==> config.mk <==
export PLATFORM = sky130hd
export DESIGN_NAME = imm_extend_pipe_flat
export DESIGN_NICKNAME = d
export VERILOG_FILES = /design/src/rtl/imm_extend_pipe_if.sv /design/src/rtl/imm_extend_pipe.sv /design/src/flat_wrapper.sv
export SDC_FILE = /design/constraint.sdc
export NUM_CORES = 1
export LEC_CHECK = 0
export ABC_AREA = 1
export CAP_MARGIN = 10
export CELL_PAD_IN_SITES_DETAIL_PLACEMENT = 0
export CELL_PAD_IN_SITES_GLOBAL_PLACEMENT = 1
export CORE_ASPECT_RATIO = 1.4
export CORE_MARGIN = 2
export CORE_UTILIZATION = 30
export DETAILED_ROUTE_END_ITERATION = 6
export HOLD_SLACK_MARGIN = 0.15
export PLACE_DENSITY_LB_ADDON = 0.08
export SYNTH_ARGS = -nofsm -noshare
export SYNTH_HDL_FRONTEND = slang
export SYNTH_SLANG_ARGS = --single-unit
==> constraint.sdc <==
create_clock -name clk -period 1.4 [get_ports clk]
set_input_delay 0.35 -clock clk [delete_from_list [all_inputs] [get_ports clk]]
set_output_delay 0.35 -clock clk [all_outputs]
set_load 0.1 [all_outputs]
==> src/rtl/imm_extend_pipe_if.sv <==
// Handshake bundle for imm_extend_pipe: upstream immediate/mode with valid/ready,
// and downstream extended operand with valid/ready.
interface imm_extend_pipe_if #(
  parameter int IN_W  = 16,
  parameter int OUT_W = 32
);
  logic             in_valid;
  logic             in_ready;
  logic [IN_W-1:0]  in_imm;
  logic [1:0]       in_mode;
  logic             out_valid;
  logic             out_ready;
  logic [OUT_W-1:0] out_data;
  logic [1:0]       out_mode;

  modport master (
    output in_valid, in_imm, in_mode, out_ready,
    input  in_ready, out_valid, out_data, out_mode
  );

  modport slave (
    input  in_valid, in_imm, in_mode, out_ready,
    output in_ready, out_valid, out_data, out_mode
  );
endinterface

==> src/rtl/imm_extend_pipe.sv <==
// Handshaked immediate-extension stage: sign/zero/upper/branch(x4) extension, 1-cycle latency.
// Optional 1-entry skid register (registered in_ready) enabled by defining IMM_EXT_SKID_EN.
module imm_extend_pipe #(
  parameter int IN_W  = 16,
  parameter int OUT_W = 32
) (
  input  logic              clk,
  input  logic              reset,
  imm_extend_pipe_if.slave  bus
);

  typedef enum logic {
    EMPTY = 1'b0,
    FULL  = 1'b1
  } state_t;

  state_t           state_q, state_d;
  logic [OUT_W-1:0] outData_q, outData_d;
  logic [1:0]       outMode_q, outMode_d;

  logic [OUT_W-1:0] signExt;
  logic [OUT_W-1:0] zeroExt;
  logic [OUT_W-1:0] upperExt;
  logic [OUT_W-1:0] extData;
  logic             outValid;
  logic             inReady;
  logic             inFire;
  logic             outFire;
  logic             skidFull;

  // Branch mode reuses the sign extension; the two bits shifted out are sign copies.
  assign signExt  = {{(OUT_W-IN_W){bus.in_imm[IN_W-1]}}, bus.in_imm};
  assign zeroExt  = {{(OUT_W-IN_W){1'b0}}, bus.in_imm};
  assign upperExt = {bus.in_imm, {(OUT_W-IN_W){1'b0}}};

  always_comb begin
    extData = signExt;
    case (bus.in_mode)
      2'b00:   extData = signExt;
      2'b01:   extData = zeroExt;
      2'b10:   extData = upperExt;
      2'b11:   extData = signExt << 2;
      default: extData = signExt;
    endcase
  end

  assign outValid = (state_q == FULL);
  assign inFire   = bus.in_valid && inReady;
  assign outFire  = outValid && bus.out_ready;

`ifdef IMM_EXT_SKID_EN
  logic             skidFull_q, skidFull_d;
  logic [OUT_W-1:0] skidData_q, skidData_d;
  logic [1:0]       skidMode_q, skidMode_d;
  logic             inReady_q;

  assign skidFull = skidFull_q;
  assign inReady  = inReady_q;
`else
  assign skidFull = 1'b0;
  assign inReady  = !outValid || bus.out_ready;
`endif

  always_comb begin
    state_d   = state_q;
    outData_d = outData_q;
    outMode_d = outMode_q;
`ifdef IMM_EXT_SKID_EN
    skidFull_d = skidFull_q;
    skidData_d = skidData_q;
    skidMode_d = skidMode_q;
`endif
    case (state_q)
      EMPTY: begin
        if (inFire) begin
          state_d   = FULL;
          outData_d = extData;
          outMode_d = bus.in_mode;
        end
      end
      FULL: begin
        if (outFire && skidFull) begin
`ifdef IMM_EXT_SKID_EN
          outData_d  = skidData_q;
          outMode_d  = skidMode_q;
          skidFull_d = 1'b0;
`endif
        end else if (outFire && inFire) begin
          outData_d = extData;
          outMode_d = bus.in_mode;
        end else if (outFire) begin
          state_d = EMPTY;
        end else if (inFire) begin
          // Main register is stalled; park the new result behind it.
`ifdef IMM_EXT_SKID_EN
          skidFull_d = 1'b1;
          skidData_d = extData;
          skidMode_d = bus.in_mode;
`endif
        end
      end
      default: state_d = EMPTY;
    endcase
  end

  always_ff @(posedge clk) begin
    if (reset) begin
      state_q   <= EMPTY;
      outData_q <= '0;
      outMode_q <= 2'b00;
    end else begin
      state_q   <= state_d;
      outData_q <= outData_d;
      outMode_q <= outMode_d;
    end
  end

`ifdef IMM_EXT_SKID_EN
  // in_ready tracks the skid occupancy one cycle late so out_ready never reaches it combinationally.
  always_ff @(posedge clk) begin
    if (reset) begin
      skidFull_q <= 1'b0;
      skidData_q <= '0;
      skidMode_q <= 2'b00;
      inReady_q  <= 1'b1;
    end else begin
      skidFull_q <= skidFull_d;
      skidData_q <= skidData_d;
      skidMode_q <= skidMode_d;
      inReady_q  <= !skidFull_d;
    end
  end
`endif

  assign bus.in_ready  = inReady;
  assign bus.out_valid = outValid;
  assign bus.out_data  = outData_q;
  assign bus.out_mode  = outMode_q;

endmodule

==> src/flat_wrapper.sv <==
// flat-port wrapper written by rule: the top's interface ports become plain ports
module imm_extend_pipe_flat 
#(
  parameter int IN_W  = 16,
  parameter int OUT_W = 32
)
  (clk, reset, bus_in_valid, bus_in_imm, bus_in_mode, bus_out_ready, bus_in_ready, bus_out_valid, bus_out_data, bus_out_mode);
  imm_extend_pipe_if #(.IN_W(IN_W), .OUT_W(OUT_W)) bus_i ();
  input  logic clk;
  input  logic reset;
  input wire logic [$bits(bus_i.in_valid)-1:0] bus_in_valid;
  input wire logic [$bits(bus_i.in_imm)-1:0] bus_in_imm;
  input wire logic [$bits(bus_i.in_mode)-1:0] bus_in_mode;
  input wire logic [$bits(bus_i.out_ready)-1:0] bus_out_ready;
  output wire logic [$bits(bus_i.in_ready)-1:0] bus_in_ready;
  output wire logic [$bits(bus_i.out_valid)-1:0] bus_out_valid;
  output wire logic [$bits(bus_i.out_data)-1:0] bus_out_data;
  output wire logic [$bits(bus_i.out_mode)-1:0] bus_out_mode;
  assign bus_i.in_valid = bus_in_valid;
  assign bus_i.in_imm = bus_in_imm;
  assign bus_i.in_mode = bus_in_mode;
  assign bus_i.out_ready = bus_out_ready;
  assign bus_in_ready = bus_i.in_ready;
  assign bus_out_valid = bus_i.out_valid;
  assign bus_out_data = bus_i.out_data;
  assign bus_out_mode = bus_i.out_mode;
  imm_extend_pipe #(.IN_W(IN_W), .OUT_W(OUT_W)) u_core (.clk(clk), .reset(reset), .bus(bus_i));
endmodule
== After elaboration in Yosys (flattened, before gate mapping) ==
Cells that the tools add are included.

* Flip-flop bits (word level): 35
* Input port bits: 22
* Logic and storage cells: 27

* Eq/ne operators: 5
* Muxes and demuxes: 11
* Bitwise logic cells: 1
* Reduce and logical (&&, ||, !) cells: 7

{| class="wikitable"
|+ Operator list
! cell !! count
|-
| 32-bit case mux with 4 select lines || 1
|-
| 32-bit 2-to-1 mux || 2
|-
| 32-bit case mux with 2 select lines || 1
|-
| 2-bit equality test, second input constant || 2
|-
| 2-bit 2-to-1 mux || 2
|-
| 2-bit case mux with 2 select lines || 1
|-
| 1-bit logical AND || 3
|-
| 1-bit 2-to-1 mux || 3
|-
| 2-bit by 1-bit equality test with 1-bit output, second input constant || 1
|-
| 2-bit zero test || 1
|-
| 2-bit by 1-bit != test with 1-bit output, second input constant || 1
|-
| 2-bit != test, second input constant || 1
|-
| 1-bit case mux with 2 select lines || 1
|-
| 2-bit AND reduction || 1
|-
| 1-bit zero test || 1
|-
| 1-bit logical OR || 1
|-
| 1-bit NOT || 1
|}

== Logic depth before layout (Yosys ltp) ==
Gate-level depths: netlist of run 1.

* Depth in word-level cells: 6
* Gate-level depth with buffers: 8
* Gate-level depth less buffers: 7

== Worst setup path before layout of run 1 ==
OpenSTA, ideal clock, no wires.

* Path type: register to register
* From: reg u_core.state_q (netlist: u_core.bus.out_valid)
* To: reg u_core.outData_q[21] (netlist: u_core.bus.out_data[21])
* Library setup time: 120 ps
* Arrival: 2260 ps
* Data required time: 1280 ps
* Slack: -980 ps
* Cell stages (with the launch flop): 7
* Path buffers: 1
* Clock period less this slack: 2380 ps
* Cells stage by stage: dfxtp_1 nand2_2 nand2_1 inv_2 buf_2 o21ai_0 nor2_2

* Cells in the longest elaborated chain, start to end: 6

{| class="wikitable"
|+ RTL lines
! element !! RTL line !! source
|-
| start: declaration || imm_extend_pipe.sv:17 || <nowiki>state_t state_q, state_d;</nowiki>
|-
| start signal: assignment || imm_extend_pipe.sv:112 || <nowiki>state_q <= state_d;</nowiki>
|-
| 1-bit zero test (*) || imm_extend_pipe.sv:61 || <nowiki>assign inReady = !outValid || bus.out_ready;</nowiki>
|-
| 1-bit logical OR (*) || imm_extend_pipe.sv:61 ||
|-
| via bus_in_ready || flat_wrapper.sv:15 || <nowiki>output wire logic [$bits(bus_i.in_ready)-1:0] bus_in_ready;</nowiki>
|-
| 1-bit logical AND (*) || imm_extend_pipe.sv:48 || <nowiki>assign inFire = bus.in_valid && inReady;</nowiki>
|-
| 1-bit logical AND || imm_extend_pipe.sv:88 || <nowiki>end else if (outFire && inFire) begin</nowiki>
|-
| 2-bit != test (no source line) || n/a ||
|-
| 2-bit AND reduction (no source line) (*) || n/a ||
|-
| end signal: assignment || imm_extend_pipe.sv:113 || <nowiki>outData_q <= outData_d;</nowiki>
|-
| end: declaration || imm_extend_pipe.sv:18 || <nowiki>logic [OUT_W-1:0] outData_q, outData_d;</nowiki>
|}

Mark *: on every way through the listed nets, which the timed path passes. The rest lies on a longest branch.
A chain may end at the register's enable or synchronous reset.

== Worst setup path after layout of run 1 ==
* From: in bus_in_mode[1]
* To: reg u_core.outData_q[18] (netlist: u_core.bus.out_data[18])

* Cells in the longest elaborated chain, start to end: 4

{| class="wikitable"
|+ RTL lines
! element !! RTL line !! source
|-
| start: declaration || flat_wrapper.sv:13 || <nowiki>input wire logic [$bits(bus_i.in_mode)-1:0] bus_in_mode;</nowiki>
|-
| 2-bit equality test, or another cell as far along || imm_extend_pipe.sv:38 || <nowiki>case (bus.in_mode)</nowiki>
|-
| 32-bit case mux with 4 select lines (*) || imm_extend_pipe.sv:38 ||
|-
| 32-bit 2-to-1 mux, on equally long branches || imm_extend_pipe.sv:88, imm_extend_pipe.sv:75 ||
|-
| 32-bit case mux with 2 select lines (*) || imm_extend_pipe.sv:73 || <nowiki>case (state_q)</nowiki>
|}

Mark *: on every way between the ends. The rest lies on a longest branch, timed or not. The select of a mux whose other input is x is not followed.

==> summary.md, run 1 <==
| Metric | Value |
|---|---|
| Switching portion of total power | 0.363 |
| Final core utilization | 0.552 |
| Crit path DAT | 1.52 ns |
| Clock Latency Late Sink | 0.29 ns |
| Vias in the first global route | 1563 |
| Critical path class | input port to flop |
| Worst-path clk slew | 0.08 ns |
| Syn_area_per_cell | 7.38 sq um |
| Crit path required time | 1.58 ns |
| Port Buffers | 57 |
| Routed metal-1 wirelength | 1870 um |
| Deepest clock path buffer count | 2 |
| Pin count of the biggest net entering global routing | 25 |
| WHS Endpoint | u_core.bus.out_data[1]$_SDFFE_PP0P_ |
| CTS tree | built |
| GPL Wtd Cong | 0.785 |
| Crit Path Max Fanout | 14 |
| Rows | 31 |
| Status | complete, no violations |
| Final setup fails | 0 |
| Max VDD drop | 1.01 mV |
| CP Capture Type | flop |
| Min Tclk post-route | 1.34 ns |
| Pins Over Slew Limit | 0 |
| Clock network fraction of total power | 0.313 |
| Power Density | 1250 nW/um^2 |
| Rel. slew slack | 0.852 |
| Hold_sp | u_core.bus.out_data[1]$_SDFFE_PP0P_ |
| Synth warn | 0 |
| Pre-Repair DR Iteration Count | 4 |
| Final period util | 0.954 |
| # nets final | 305 |
| Layout cells sized above 1 | 0.324 |
| MaxCap Viol Count | 0 |
| Post-CTS repair timing setup buffer count | 0 |
| FF+latch count, synth | 35 |
| GRT overflow | 0 |
| Setup slack, reg-to-reg | 0.31 ns |
| Worst r2r dst | u_core.bus.out_data[2]$_SDFFE_PP0P_ |
| Worst setup margin | 0.0639 ns |
| R2R depth | 6 |
| Initial core utilization | 0.310 |
| Antenna Violating Nets Remaining | 0 |
| Number of top-level pins | 58 |
| Die span in y | 90.0 um |
| Largest area contributor in the synthesized netlist | dfxtp_1 |
| P&R area growth vs syn | 78.2% |
| Sequential-to-total area share from yosys stat | 0.442 |
| First-pass GRT wire length | 7560 um |
| Post-synth net total | 237 |
| Met3 wire len | 229 um |
| Crit Reg-Reg Startpoint | u_core.bus.out_valid$_SDFF_PP0_ |
| Via Count | 1563 |
| Root Buffer | clkbuf_8 |
| Synth top area share | 0.442 |
| Final-report hold violation count | 0 |
| Max layer used | met4 |
| Routed wl met2 | 2150 um |
| Avg Vias per Cell | 4.47 |
| CTS Buf Count | 5 |
| H-Tree Depth | 2 |
| Leading cell type in the layout, fill and taps excluded | nor2_1 |
| Filler Cells Inserted | 484 |
| Final WL | 4300 um |
| Internal | 2.25 mW |
| WHS Path Cells | 2 |
| Clk_skew | 0.00533 ns |
| Multi-input logic area | 732 sq um |
| Critical path launch point type | input port |
| Hpwl dp | 3190 um |
| Mapped cell area | 1590 sq um |
| Place WS | -0.258 ns |
| Die width | 65.5 um |
| Netlist cell types | 19 |
| Tot GR Track Use | 0.160 |
| Initial antenna violation count | 0 |
| Net Sw Power | 1.28 mW |
| Top cells by area, synth | dfxtp_1 (44%), nor2_1 (13%), o21ai_0 (10%) |
| Final setup TNS | 0 ns |
| Gate Count Post-Synth | 215 |
| Gate power share | 0.360 |
| DR iter-0 viols | 63 |
| Worst Tran Pin Value | 0.222 ns |
| N_diodes | 0 |
| FF+latch area | 704 sq um |
| Hold crit path type | flop to flop |
| Wire per inst | 12.3 um |
| Placed Cells | 342 |
| Most frequent cells in the layout | nor2_1 (55), buf_12 (38), dfxtp_1 (34) |
| Final std cells w/o fill | 350 |
| CTS Hold Bufs | 0 |
| Fmax | 748 MHz |
| DRC violations left | 0 |
| Std-Cell Core Area | 5120 sq um |
| Lkg Pwr | 1.24 nW |
| Die area | 5890 sq um |
| Clk sink count | 35 |
| RSZ-0062 raised after global routing | no |
| Flop pwr share | 0.327 |
==> through the flow <==
step                power [mW]  hold WS, ns  instance area [sq um]
finish                    3.54        0.500                   2830
global route              3.69        0.533                   2830
CTS                       3.57        0.504                   2820
detailed placement        2.45        0.492                   2690
global placement          2.46        0.492                   2690
floorplan                 1.95        0.409                   1610
==> registers in the layout, summed over array words and instances, names as in the netlist <==
name	cells
u_core.bus.out_valid	1
u_core.bus.out_data	32
u_core.bus.out_mode	2
==> what timing repair did <==
| item | 4_1_cts | 5_1_grt |
|---|---|---|
| gates resized for setup | 2 | 2 |
| endpoints found under the setup margin | 1 | 12 |
| hold endpoints to repair | 0 | 0 |
==> power by group through the flow <==
stage | clock, mW | sequential, mW | combinational (mW)
after CTS | 1.13 | 1.16 | 1.28
after global routing | 1.19 | 1.17 | 1.33
after floorplan | 0 | 1.69 | 0.261
after detailed placement | 0 | 1.18 | 1.28
after global placement | 0 | 1.18 | 1.28
final | 1.11 | 1.15 | 1.27
==> critical path, cell delays in order <==
cell	delay, ns
clkdlybuf4s50_1	0.55
buf_4	0.15
nand2_4	0.06
nand3_2	0.08
nand2_4	0.14
nor2_1	0.14
nor2_1	0.05
==> area by class of cell <==
cell class | count | share of cell area
inverters | 23 | 0.0305
repair buffers | 74 | 0.384
clock inverters | 3 | 0.0235
clock buffers | 5 | 0.0243
well taps | 66 | 0.0292
flip-flops and latches | 35 | 0.249
multi-input cells | 144 | 0.259
==> cell families (layout without fill, tap and decap cells) <==
kind of cell / Yosys count / in the layout / share of synthesized area
simple gates: 94 / 94 / 0.278
compound gates: 50 / 50 / 0.168
buf+inv: 36 / 105 / 0.112
flops: 35 / 35 / 0.442
==> cell usage after synthesis (all sizes together) <==
cell type / number
inv: 23
o21ai: 32
dfxtp: 35
nor3: 1
clkbuf: 3
a21oi: 5
nand2: 11
nand3: 6
nor2: 76
buf: 10
o22ai: 13
==> worst max-delay path by stage <==
stage	endpoint	cells past startpoint	start	slack, ns
floorplan	u_core.bus.out_data[21]$_SDFFE_PP0P_	6	u_core.bus.out_valid$_SDFF_PP0_	-0.003
global placement	u_core.bus.out_data[20]$_SDFFE_PP0P_	7	bus_in_mode[1]	-0.24
detailed placement	u_core.bus.out_data[20]$_SDFFE_PP0P_	7	bus_in_mode[1]	-0.26
CTS	u_core.bus.out_data[20]$_SDFFE_PP0P_	7	bus_in_mode[1]	0.05
global route	u_core.bus.out_data[20]$_SDFFE_PP0P_	7	bus_in_mode[1]	0.001
finish	u_core.bus.out_data[18]$_SDFFE_PP0P_	7	bus_in_mode[1]	0.06
==> routing by layer <==
layer / vias up / track usage
met4: 0 / 0.0417
met5: - / 0
met2: 38 / 0.257
met1: 704 / 0.212
li1: 816 / -
met3: 5 / 0.0401
No activity file was read; power rests on OpenSTA's default activity.
==> run 2, diff against run 1 <==
Settings changed: CTS_CLUSTER_SIZE from default to 25.
==> results of run 2 <==
The final DEF is identical to that of run 1; final timing and power are the same.
